--- src/rtl/mem_access_unit.sv ---
// Multicycle load/store sequencer: word-aligned memory read, load lane
// shifting, read-merge-write for sub-word stores, and misalignment flagging.
module mem_access_unit #(
  parameter int MEM_LATENCY = 1
) (
  input  logic        clk,
  input  logic        reset,
  input  logic        start,
  input  logic        is_store,
  input  logic [1:0]  LScontrol,
  input  logic [31:0] addr,
  input  logic [31:0] store_data,
  input  logic [31:0] mem_rdata,
  output logic [31:0] mem_addr,
  output logic [31:0] mem_wdata,
  output logic        mem_we,
  output logic        busy,
  output logic        done,
  output logic        misaligned,
  output logic [31:0] MemDataReg_out
);

  typedef enum logic [2:0] {
    IDLE,
    READ,
    WRITE,
    DONE,
    ERR
  } state_t;

  localparam logic [3:0] LAT = 4'(MEM_LATENCY);

  state_t      state;
  state_t      next_state;
  logic [31:0] addr_q;
  logic [31:0] store_data_q;
  logic [31:0] rdata_q;
  logic [1:0]  lsc_q;
  logic        store_q;
  logic [3:0]  cnt;
  logic        illegal;
  logic        read_last;
  logic [31:0] merged;

  // Alignment rules: size code 00 is never legal, words need addr[1:0]=0,
  // halfwords need addr[0]=0, bytes are always aligned.
  assign illegal   = (LScontrol == 2'b00) ||
                     ((LScontrol == 2'b01) && (addr[1:0] != 2'b00)) ||
                     ((LScontrol == 2'b10) && addr[0]);
  assign read_last = (cnt == 4'd0);

  // State register; reset returns to IDLE immediately so a pending write is dropped
  always_ff @(posedge clk or posedge reset) begin
    if (reset) state <= IDLE;
    else       state <= next_state;
  end

  // Next-state selection; start is only honoured from IDLE
  always_comb begin
    next_state = state;
    case (state)
      IDLE: begin
        if (start) begin
          if (illegal)                               next_state = ERR;
          else if (is_store && LScontrol == 2'b01)   next_state = WRITE;
          else                                       next_state = READ;
        end
      end
      READ:    if (read_last) next_state = store_q ? WRITE : DONE;
      WRITE:   next_state = DONE;
      DONE:    next_state = IDLE;
      ERR:     next_state = IDLE;
      default: next_state = IDLE;
    endcase
  end

  // Decoded outputs; the memory address is only presented while an access is active
  always_comb begin
    busy       = (state != IDLE);
    done       = (state == DONE) || (state == ERR);
    misaligned = (state == ERR);
    mem_we     = (state == WRITE);
    mem_addr   = (state != IDLE) ? {addr_q[31:2], 2'b00} : 32'd0;
    mem_wdata  = (state == WRITE) ? merged : 32'd0;
  end

  // Write data: whole word for word stores, otherwise the read word with one lane replaced
  always_comb begin
    merged = rdata_q;
    case (lsc_q)
      2'b10:   merged[{addr_q[1], 4'b0000} +: 16] = store_data_q[15:0];
      2'b11:   merged[{addr_q[1:0], 3'b000} +: 8] = store_data_q[7:0];
      default: merged = store_data_q;
    endcase
  end

  // Request latch, latency counter, read capture and load result register
  always_ff @(posedge clk or posedge reset) begin
    if (reset) begin
      addr_q         <= 32'd0;
      store_data_q   <= 32'd0;
      lsc_q          <= 2'b00;
      store_q        <= 1'b0;
      cnt            <= 4'd0;
      rdata_q        <= 32'd0;
      MemDataReg_out <= 32'd0;
    end else begin
      if (state == IDLE && start) begin
        addr_q       <= addr;
        store_data_q <= store_data;
        lsc_q        <= LScontrol;
        store_q      <= is_store;
        cnt          <= LAT;
      end else if (state == READ) begin
        if (read_last) begin
          rdata_q <= mem_rdata;
          if (!store_q) MemDataReg_out <= mem_rdata >> {addr_q[1:0], 3'b000};
        end else begin
          cnt <= cnt - 4'd1;
        end
      end
    end
  end

endmodule
--- config.mk ---
export PLATFORM = sky130hd
export DESIGN_NAME = mem_access_unit
export DESIGN_NICKNAME = d
export VERILOG_FILES = /design/src/rtl/mem_access_unit.sv
export SDC_FILE = /design/constraint.sdc
export NUM_CORES = 1
export LEC_CHECK = 0
export ABC_AREA = 1
export CAP_MARGIN = 20
export CORE_ASPECT_RATIO = 0.7
export CORE_UTILIZATION = 40
export CTS_CLUSTER_SIZE = 8
export DETAILED_ROUTE_END_ITERATION = 8
export GPL_TIMING_DRIVEN = 1
export PLACE_DENSITY_LB_ADDON = 0.25
export RECOVER_POWER = 50
export REMOVE_ABC_BUFFERS = 1
export SLEW_MARGIN = 20
export SYNTH_ARGS = -nofsm -noshare
export SYNTH_HDL_FRONTEND = slang
export SYNTH_SLANG_ARGS = --single-unit
--- constraint.sdc ---
create_clock -name clk -period 5.2 [get_ports clk]
set_clock_uncertainty 0.2 [all_clocks]
set_input_delay 1.04 -clock clk [delete_from_list [all_inputs] [get_ports clk]]
set_output_delay 1.04 -clock clk [all_outputs]
set_load 0.005 [all_outputs]
==> qor.csv <==
stage,metric,value,unit
place,IO buf count,199,
cells_and_area,n_diodes,0,
clock_network,setup bufs post-CTS,0,
floorplanning,DIE WIDTH,169,um
critical_path,WS Path Type,register to primary output,
min_path,hold wc startpoint,store_data_q[28],
cells_and_area,Seq. cell area,0.00345,mm2
route,final wirelength,23700,um
critical_path,Worst setup SP type,register,
route,vias per cell,4.96,
route,Routed WL per cell,15.2,um
clock_network,CTS Buf Count,17,
critical_path,Crit Reg-Reg Startpoint,cnt[1],
sta,Pins Over Slew Limit,130,
power,Power Density,609,mW/mm2
clock_network,TritonCTS clock tree,built,
floorplanning,Die H,119,um
clock_network,"Clk Latency, worst-skew pair",430,ps
yosys,largest cells by area after synthesis,"dfrtp_1 44%, nand2_1 21%, o21ai_0 6.1%, inv_1 5.2%, a21oi_1 4.6%",
yosys,ys flop type,dfrtp_1,
critical_path,highest-delay cell along the critical path,buf_4,
clock_network,clock buffer depth,2,
sta,fin crit share,87.8,%
route,Iter 0 DRT Violations,653,
clock_network,root buffer cell,clkbuf_16,
yosys,Post-synth EDFFs,0,
critical_path,critical path depth,9,
yosys,Yosys top cell area share,44.4,%
grt,global-route wire length before repair,37900,um
yosys,leading area contributor after synthesis,dfrtp_1,
critical_path,CP endpoint kind,primary output,
critical_path,worst path bufs/invs,3,
critical_path,critical path cell sequence,buf_4 > ha_1 > clkinv_1 > nor2_2 > nand3_1 > nand2_1 > nand2_1 > a21oi_1 > clkdlybuf4s50_1,
grt,largest net degree at the start of global routing,88,
sta,Max Freq,219,MHz
route,Pre-Repair DR Iteration Count,5,
grt,total track usage,24.5,%
route,drt drc,0,
clock_network,PostCTS Resize Cnt,0,
critical_path,"Max FO, Critical Path",72,
min_path,Hold Crit Depth,2,
outcome,failing checks,"max-capacitance violations, max-slew violations",
sta,RSZ-0062 raised after global routing,false,
yosys,Synth Area per Inst,6.95,um2
place,Final HPWL DP,16800,um
power,Max VDD drop,0.262,mV
sta,Fin. Hold Viols,0,
floorplanning,die area,0.0200,mm2
cells_and_area,layout cells sized above 1,4.00,%
cells_and_area,area of the multi-input gates,0.00349,mm2
power,"Power, Total",6.34,mW
sta,WHS,271,ps
grt,GRT overflow,0,
floorplanning,Starting Density,41.0,%
critical_path,critical path startpoint,addr_q[1],
critical_path,"most used cell, CP",nand2_1,
clock_network,"Clk pin slew, worst setup/hold paths",60,ps
grt,antenna violations before repair,0,
yosys,most numerous cell in the Yosys netlist,nand2_1,
cells_and_area,final net count,1395,
yosys,Yosys warnings,0,
critical_path,"CP delay by family, top",buffers and inverters,
critical_path,CP arrival,3330,ps
place,Routability Congestion,0.920,
floorplanning,Core Box Area,0.0190,mm2
min_path,Hold WC Path Type,register to register,
cells_and_area,synthesis-to-layout area growth,33.8,%
clock_network,htree depth,4,
yosys,"Seq/Total Area, Yosys",44.4,%
critical_path,Crit path largest cell delay,580,ps
power,P_leak,4.99,nW
route,Routed Antenna Nets,0,
sta,Slew headroom,-24.3,%
sta,Setup TNS,0,ps
yosys,Gate Count Post-Synth,1120,
route,vias after detailed routing,7755,
clock_network,clk sinks,138,
floorplanning,Placement Rows,42,
floorplanning,# IOs,202,
critical_path,Worst Path Required,3960,ps
yosys,mapped cell area,0.00779,mm2
critical_path,FF-to-FF path depth,9,
yosys,Synth Register Bits,138,
sta,Period minus WS final,4570,ps
sta,final setup vio count,0,
yosys,synth cell count leaders,"427 x nand2_1, 138 x dfrtp_1, 107 x inv_1",
flow_run,total of max-cap violations,2,
grt,vias in the first global route,7111,
yosys,synth unique cells,30,
cells_and_area,fillers,1875,
outcome,outcome,"complete, but fails checks",
yosys,asr flop ratio synth,100,%
clock_network,hold-fix buffers at CTS,0,
sta,worst slew pin tran,1860,ps
## layer usage
layer  up-vias  global-route usage [%]  wire, um
met4         0                    5.40       201
met3        15                    5.83      1710
li1       3840                       -         -
met2       268                    35.0      9950
met5         -                       0         0
met1      3632                    36.8     11900
## power by group
part / switching (mW) / internal, mW
sequential: 0.346 / 1.61
clock: 0.462 / 0.828
combinational: 1.84 / 1.26
total: 2.65 / 3.70
## cells in the final DEF (no fill, tap or decap), drive strengths merged, types with 6 or more instances in the layout
| cell | Yosys | routed |
|---|---|---|
| a21oi | 71 | 71 |
| buf | 44 | 9 |
| clkbuf | 19 | 27 |
| clkdlybuf4s50 | 0 | 167 |
| dfrtp | 138 | 138 |
| dlygate4sd3 | 0 | 32 |
| ha | 6 | 6 |
| inv | 115 | 114 |
| nand2 | 429 | 429 |
| nand3 | 22 | 22 |
| nor2 | 97 | 97 |
| o211ai | 8 | 8 |
| o21ai | 156 | 156 |
## state kept, by name, summed over array words and instances, names as in the netlist
register        cells
MemDataReg_out     32
store_data_q       32
lsc_q               2
state               3
addr_q             32
cnt                 4
store_q             1
rdata_q            32
## final cells by class
type                            instances  share of cell area [%]
Multi-Input combinational cell        803                    33.5
Tap cell                              264                    3.17
Clock buffer                           25                    4.56
Clock inverter                          7                    1.33
Inverter                              117                    4.25
Sequential cell                       138                    33.2
Timing Repair Buffer                  210                    20.0
## cell families (layout without fill, tap and decap cells)
family                   after synthesis  in the layout  synth area share [%]
AND/OR/NAND/NOR                      552            552                  27.9
buffers and inverters                180            359                  10.6
adder cells (fa/ha/maj)                6              6                 0.964
AO/OA/AOI/OAI                        241            241                  15.9
flip-flops                           138            138                  44.4
XOR/XNOR                               2              2                 0.225
other                                  1              2                0.0482
## tightest hold or removal path, cell delays in order, from the launching register on
cell,delay [ps]
dfrtp_1,340
nand2_1,50
nand2_1,40
## worst paths after layout
kind | end | slack (ps)
setup reg to reg | MemDataReg_out[10] | 1850
min in group asynchronous | addr_q[11] | 1400
setup / recovery | mem_wdata[22] | 630
hold reg to reg | store_data_q[28] | 270
hold / removal | store_data_q[28] | 270
max in group asynchronous | MemDataReg_out[14] | 1270
## metrics by stage
stage / setup WS, ps / cells / instance area (um2) / util (%)
6_report: 635 / 1564 / 10400 / 54.9
3_5_place_dp: 1120 / 1532 / 9840 / 51.9
4_1_cts: 653 / 1564 / 10500 / 55.1
5_1_grt: 430 / 1564 / 10400 / 54.9
3_3_place_gp: 1170 / 1532 / 9840 / 51.9
2_1_floorplan: 264 / 1058 / 7400 / -
Power figures use the tool's default switching activity.
==> variant (same flow settings) <==
The 5 states of `state_t` get a one-hot encoding in 5 bits.
--- a/src/rtl/mem_access_unit.sv
+++ b/src/rtl/mem_access_unit.sv
@@ -20,12 +20,12 @@
   output logic [31:0] MemDataReg_out
 );
 
-  typedef enum logic [2:0] {
-    IDLE,
-    READ,
-    WRITE,
-    DONE,
-    ERR
+  typedef enum logic [4:0] {
+    IDLE  = 5'b00001,
+    READ  = 5'b00010,
+    WRITE = 5'b00100,
+    DONE  = 5'b01000,
+    ERR   = 5'b10000
   } state_t;
 
   localparam logic [3:0] LAT = 4'(MEM_LATENCY);
Formal check against the unedited RTL: no difference found for any inputs over 4 cycles, from zero or initial values and one cycle with reset high; so few cycles prove little.
==> variant against the original RTL <==
The run still ends with capacitance limit, slew limit left; cell area grew 0.83%; sequential cell count grew 2; register-to-register slack lost 0.94 ns; setup slack lost 0.20 ns; final cell count shrank 3.1%; combinational power grew 2%; routed wire length grew 3.0%; critical endpoint is now mem_wdata[14]; total power grew 2.0%; synthesized area shrank 0.40%; first-iteration DRC count grew 4.7%; non-clock buffer count grew 3.
==> variant: results (changes against the original RTL) <==
.. list-table::
   :header-rows: 1

   * - Metric
     - Value
   * - Status
     - finished with violations
   * - Violated checks
     - capacitance limit, slew limit
   * - Wire length of the first global-routing pass
     - 39.1 mm (+3.2%)
   * - Drt initial violations
     - 684 (+4.7%)
   * - Total number of yosys warnings
     - 0 (unchanged)
   * - Asr flop ratio synth
     - 1.00 (unchanged)
   * - Sequential-to-total area share from yosys stat
     - 0.452 (+0.00840)
   * - Fraction of layout instances using a drive strength above 1
     - 0.0526 (+0.0126)
   * - Worst min-delay path class
     - flip-flop to flip-flop
   * - Antenna fix cells
     - 0 (unchanged)
   * - Slowest cell on the critical path
     - clkdlybuf4s50_1
   * - Fillers
     - 1818 (-3.0%)
   * - Number of buffers on the longest clock path
     - 2 (unchanged)
   * - Vias in the first global route
     - 7077 (-0.48%)
   * - First-pass iteration count of the detailed router
     - 6 (+1)
   * - Number of cells upsized or downsized after cts
     - 0 (unchanged)
   * - Count of pins over their slew limit
     - 157 (+21%)
   * - Avg WL per Cell
     - 16.1 µm (+6.3%)
   * - Max-Cap Viols
     - 2 (unchanged)
   * - Top FF cell, synth
     - dfrtp_1
   * - Nets
     - 1370 (-1.8%)
   * - Number of vias after detailed routing
     - 7650 (-1.4%)
   * - Antenna violations before repair
     - 0 (unchanged)
   * - Root buf cell
     - clkbuf_16
   * - Cell family contributing the most delay on the critical path
     - buffers and inverters
   * - Clock-pin slew of the registers on the worst-case setup and hold paths
     - 0.06 ns (about the same)
   * - IR drop worst, VDD
     - 0.273 mV (+4.4%)
   * - CTS H-Tree Depth
     - 4 (unchanged)
   * - Crit path largest cell delay
     - 0.57 ns
   * - Maximum number of pins on one net before global-route repair
     - 100 (+14%)
   * - Cells taking the most area after synthesis
     - dfrtp_1 45%, nand2_1 16%, a21oi_1 6.6%, inv_1 5.7%, nor2_1 5.6%
   * - Worst max-slew margin expressed relative to the limit
     - -0.642 (-0.399)
   * - Data arrival time of the critical path
     - 3.53 ns (+0.20 ns)
   * - Ranking of synthesized cells by instance count
     - 339 x nand2_1, 139 x dfrtp_1, 118 x inv_1
   * - Number of CTS-inserted buffers
     - 17 (unchanged)
   * - Post-CTS repair timing setup buffer count
     - 0 (unchanged)
   * - Top fanout value on the critical path
     - 15 (-79%)
   * - HPWL reported at the end of detailed placement
     - 17.0 mm (+1.2%)
   * - Number of unique standard cell types used by synthesis
     - 32 (+6.7%)
   * - GPL Wtd Cong
     - 0.921 (about the same)
   * - Clock latency of the later-clocked register in the worst-skew pair
     - 0.42 ns
   * - Overall Global Routing Usage
     - 0.253 (+0.00888)
   * - Leakage dissipation
     - 5.05 nW (+1.2%)
   * - Number of port buffers
     - 199 (unchanged)
[variant: cell types whose count changed in the layout (fill, tap and decap cells not counted), moves of 23 or more]
cell,delta
a21oi_1,+31
nand2_1,-91
nand3_1,+29
nor2_1,+23
o21ai_1,-44
[variant: per-layer routing]
layer | vias up | wire [µm] | global-route usage
met1 | 3543 | 11800 | 0.384
met2 | 328 | 10000 | 0.355
met3 | 16 | 2510 | 0.0760
met4 | 0 | 156 | 0.0438
met5 | - | 0 | 0
li1 | 3763 | - | -
[variant: path summary, 6_finish.rpt]
kind | to | slack [ns] | cells past startpoint | startpoint
max | mem_wdata[14] | 0.43 | 11 | addr_q[0]$_DFFE_PP0P_
min | store_data_q[30]$_DFFE_PP0P_ | 0.28 | 2 | store_data_q[30]$_DFFE_PP0P_
max reg2reg | rdata_q[11]$_DFFE_PP0P_ | 0.91 | 7 | cnt[0]$_DFFE_PP0P_
min reg2reg | store_data_q[30]$_DFFE_PP0P_ | 0.28 | 2 | store_data_q[30]$_DFFE_PP0P_
max in group asynchronous | addr_q[8]$_DFFE_PP0P_ | 1.31 | 3 | reset
min in group asynchronous | addr_q[22]$_DFFE_PP0P_ | 1.53 | 2 | reset
[variant: area by class of cell]
cell class              instances  share of cell area
clock buffers                  20              0.0444
multi-input cells             765               0.331
clock inverters                12              0.0179
well taps                     242              0.0288
flip-flops and latches        140               0.334
repair buffers                213               0.200
inverters                     124              0.0447
[variant: tightest hold or removal path, delay by kind of cell, from the launching register on]
family,cells,cell delay (ns)
and+or+nand+nor,2,0.10
DFF,1,0.34
[variant: stage by stage]
| step | instances | utilization | instance area (µm²) | worst slack [ns] |
|---|---|---|---|---|
| after global routing | 1516 | 0.555 | 10500 | 0.131 |
| final | 1516 | 0.555 | 10500 | 0.430 |
| after detailed placement | 1484 | 0.521 | 9860 | 0.949 |
| after CTS | 1516 | 0.556 | 10500 | 0.464 |
| after global placement | 1484 | 0.521 | 9860 | 0.908 |
| after floorplan | 1029 | - | 7430 | 0.209 |
[variant: where the power goes]
group	internal, mW	leakage, nW	total, mW	switching (mW)
combinational	1.32	3.16	3.17	1.85
sequential	1.61	1.58	1.94	0.334
clock	0.846	0.313	1.35	0.506
[variant: cells by family after synthesis]
kind of cell    count (synthesis)  share of synthesized area
fa+ha+maj                       7                     0.0113
other cells                     1                   0.000484
compound gates                225                      0.156
buf+inv                       186                      0.102
xor+xnor                        1                    0.00113
flops                         140                      0.452
simple gates                  530                      0.277
